File: src/rtl/inst_fetch_unit.sv
// Fetch stage: owns the pc, fetches opcode and movi constant bytes,
// presents one instruction per EXEC cycle to the control unit.
module inst_fetch_unit #(
  parameter int          ADDR_W   = 8,
  parameter logic [ADDR_W-1:0] RESET_PC = '0,
  parameter logic [4:0]  MOVI_OP  = 5'b00010
) (
  input  logic              clk,
  input  logic              rst,
  output logic              memReq,
  output logic [ADDR_W-1:0] memAddr,
  input  logic              memValid,
  input  logic [7:0]        memData,
  output logic [7:0]        inst,
  output logic              instValid,
  output logic [7:0]        constData,
  output logic              constValid,
  input  logic              loadAddr,
  input  logic [ADDR_W-1:0] jumpAddr,
  output logic [ADDR_W-1:0] pc
);

  typedef enum logic [1:0] {
    FETCH_OP,
    FETCH_CONST,
    EXEC
  } state_t;

  state_t            state, state_nxt;
  logic [ADDR_W-1:0] pc_nxt;
  logic [7:0]        ir, ir_nxt;
  logic [7:0]        cr, cr_nxt;
  logic              accept;
  logic              exec;

  assign exec    = (state == EXEC) && !rst;
  assign memReq  = (state != EXEC) && !rst;
  assign memAddr = pc;
  assign accept  = memReq && memValid;

  assign inst       = exec ? ir : 8'h00;
  assign instValid  = exec;
  assign constData  = cr;
  assign constValid = exec && (ir[7:3] == MOVI_OP);

  always_comb begin
    state_nxt = state;
    pc_nxt    = pc;
    ir_nxt    = ir;
    cr_nxt    = cr;
    unique case (state)
      FETCH_OP: begin
        if (accept) begin
          ir_nxt = memData;
          pc_nxt = pc + 1'b1;
          if (memData[7:3] == MOVI_OP)
            state_nxt = FETCH_CONST;
          else
            state_nxt = EXEC;
        end
      end
      FETCH_CONST: begin
        if (accept) begin
          cr_nxt    = memData;
          pc_nxt    = pc + 1'b1;
          state_nxt = EXEC;
        end
      end
      EXEC: begin
        if (loadAddr)
          pc_nxt = jumpAddr;
        state_nxt = FETCH_OP;
      end
      default: state_nxt = FETCH_OP;
    endcase
  end

  always_ff @(posedge clk) begin
    if (rst) begin
      state <= FETCH_OP;
      pc    <= RESET_PC;
      ir    <= 8'h00;
      cr    <= 8'h00;
    end else begin
      state <= state_nxt;
      pc    <= pc_nxt;
      ir    <= ir_nxt;
      cr    <= cr_nxt;
    end
  end

endmodule

File: config.mk
export PLATFORM = sky130hd
export DESIGN_NAME = inst_fetch_unit
export DESIGN_NICKNAME = d
export VERILOG_FILES = /design/src/rtl/inst_fetch_unit.sv
export SDC_FILE = /design/constraint.sdc
export NUM_CORES = 1
export LEC_CHECK = 0
export CORE_UTILIZATION = 30
export DETAILED_ROUTE_END_ITERATION = 16
export PLACE_DENSITY = 0.7
export SLEW_MARGIN = 5
export SYNTH_ARGS = -nofsm -noshare
export SYNTH_HDL_FRONTEND = slang
export SYNTH_SLANG_ARGS = --single-unit
File: constraint.sdc
create_clock -name clk -period 1.9 [get_ports clk]
set_clock_uncertainty 0.15 [all_clocks]
set_input_delay 0.19 -clock clk [delete_from_list [all_inputs] [get_ports clk]]
set_output_delay 0.19 -clock clk [all_outputs]
set_load 0.02 [all_outputs]
==> flow_summary.ini <==
[run_status]
status = completed

[drt]
viasPerCell = 4.74
dr.pass1.iters = 5
final_antenna_net_count = 0
drtIter0Drc = 96
drt-total-wl_mm = 3.23
dr_total_vias = 1295
wl_per_cell_um = 11.8
remaining_drc_errors = 0

[global_routing]
grtUsageTotal_pct = 13.8
antenna_found_initial = 0
grt_pass1_wl_mm = 4.82
overflow = 0
grt_pass1_vias = 1080
grt_max_degree = 18

[worst_setup_path]
cp_cell_sequence = clkdlybuf4s50_1
cp-start-kind = register
critical_path_peak_fanout = 10
crit_slowest_cell = clkdlybuf4s50_1
crit_family = buffers and inverters
arrival_ns = 1.47
cp_data_required_time_ns = 1.56
worstSetupEndpointType = primary output
critPathKind = reg -> out
path_buf_inv = 1
slowest_delay_ns = 0.67

[synthesis]
yosys_most_used_dff = dfxtp_1
syn_nets = 188
seq_area_frac_synth_pct = 39.0
yosysTopAreaCell = dfxtp_1
ys_warn_count = 0
synth_top_area_share_pct = 39.0
avgSynthCellArea_um2 = 8.00
syn_area_um2 = 1340
synthCells = 167
synth_edf_count = 0
ys_seq_elements = 26
async_flop_share_pct = 0
ys_types = 34
synthTopCellsByArea = dfxtp_1 (39%), nand2_1 (11%), a21oi_1 (8.6%)

[cells_and_area]
fin_cells = 273
fillCellCount = 419
final_common_cell = clkdlybuf4s50_1
fin_util_pct = 47.9
area_growth_pct = 48.4
layout_common_cells = clkdlybuf4s50_1 (43), nand2_1 (38), dfxtp_1 (26), a21oi_1 (23), buf_4 (15)
antenna_cells = 0
layout.nets = 245
drive_above_1_share_pct = 11.7

[cts]
cts_tree = done
clock_path_buffers = 2
cts-root-buf = clkbuf_8
cts_resized = 11
cts_max_level = 1
clk_latency_ns = 0.27
cts_setup_buffers = 0
cts_hold_buf = 0
cts_made_buffers = 3
cts_sinks = 26
clkTransAtPathRegs_ns = 0.09

[timing]
slew_viol_final = 0
finalCriticalPeriod_ns = 1.81
rsz0062_at_grt = false
setup_viol = 0
setup_tns_ns = 0
finalCritPeriodShare_pct = 95.3
worst_pin_slew_ns = 0.338
max_clock_freq_mhz = 552
finalHoldViolCount = 0
hold_ws_ns = 0.308
slew_headroom_pct = 77.5

[power_and_ir_drop]
p_leak_nw = 0.775
total_power_mw = 1.26
power_density_nw_per_um2 = 633
ir_drop_mv = 0.246

[placed_design]
dp_cells = 269
hpwl_mm = 2.52
portBuffers = 54
gp_congestion = 0.800

[floorplanning]
row_count = 23
die_w_um = 68.7
die_height_um = 68.7
core_area_um2 = 4140
io_pins = 55
start_util_pct = 32.2
die-area_um2 = 4730

[job]
maxCapViolations = 0

[min_path]
hold_path.class = reg -> reg
-- synth_stat cells (2+ instances only) --
master    count
a21oi_1      23
clkbuf_1      3
buf_4         9
mux2i_1       2
dfxtp_1      26
nand3_1       2
o21ai_1       6
and3_1        3
a31oi_1       3
nor2_1        5
nor4_1        3
nor2b_1       2
o21ai_0       4
nand2b_1      2
nand2_1      38
and2_1       14
nor3_2        2
buf_6         2
nand4_1       2
buf_2         2
-- sequential cells by signal (all words and copies together) (netlist names) --
signal and cells:
state 2, memAddr 8, constData 8, ir 8
-- report_power, final --
group	switching [mW]	internal, mW	total, mW
clock network	0.176	0.282	0.458
registers	0.0134	0.561	0.575
logic	0.107	0.117	0.223
total	0.296	0.960	1.26
-- routing by layer --
metal,vias to the layer above,wire length [um],track usage [%],part of all wire [%]
li1,675,-,-,-
met1,575,1480,19.0,46
met2,43,1570,21.0,49
met3,2,144,0.822,4.5
met4,0,34,8.16,1.1
met5,-,0,0,0
-- worst paths after layout --
check	from	to	slack, ns	depth (start not counted)
hold reg to reg	ir[1]$_SDFFE_PP0P_	ir[1]$_SDFFE_PP0P_	0.31	2
hold / removal	ir[1]$_SDFFE_PP0P_	ir[1]$_SDFFE_PP0P_	0.31	2
setup / recovery	memAddr[3]$_SDFFE_PP0P_	pc[3]	0.09	1
setup reg to reg	state[1]$_SDFFE_PP0P_	memAddr[6]$_SDFFE_PP0P_	0.25	6
-- layout make-up --
type | count | area, um^2 | area share [%]
clock buffers | 3 | 41.3 | 2.08
clock inverters | 1 | 30.0 | 1.51
multi-input cells | 124 | 689 | 34.8
flip-flops and latches | 26 | 520 | 26.2
well taps | 50 | 62.6 | 3.15
repair buffers | 69 | 639 | 32.2
-- metrics by stage --
| stage | setup WS (ns) | instance area, um^2 |
|---|---|---|
| floorplan | 0.177 | 1340 |
| global placement | -0.0552 | 1930 |
| detailed placement | -0.0716 | 1930 |
| CTS | 0.0601 | 1980 |
| global route | 0.00243 | 1980 |
| finish | 0.0894 | 1980 |
-- cells by family (layout without fill, tap and decap cells) --
logic type	count (synthesis)	count (layout)	share of synthesized area [%]
buf+inv	17	73	9.46
mux	2	2	1.50
simple gates	80	80	31.5
flops	26	26	39.0
fa+ha+maj	1	1	0.936
compound gates	41	41	17.7
Power figures use the tool's default switching activity.
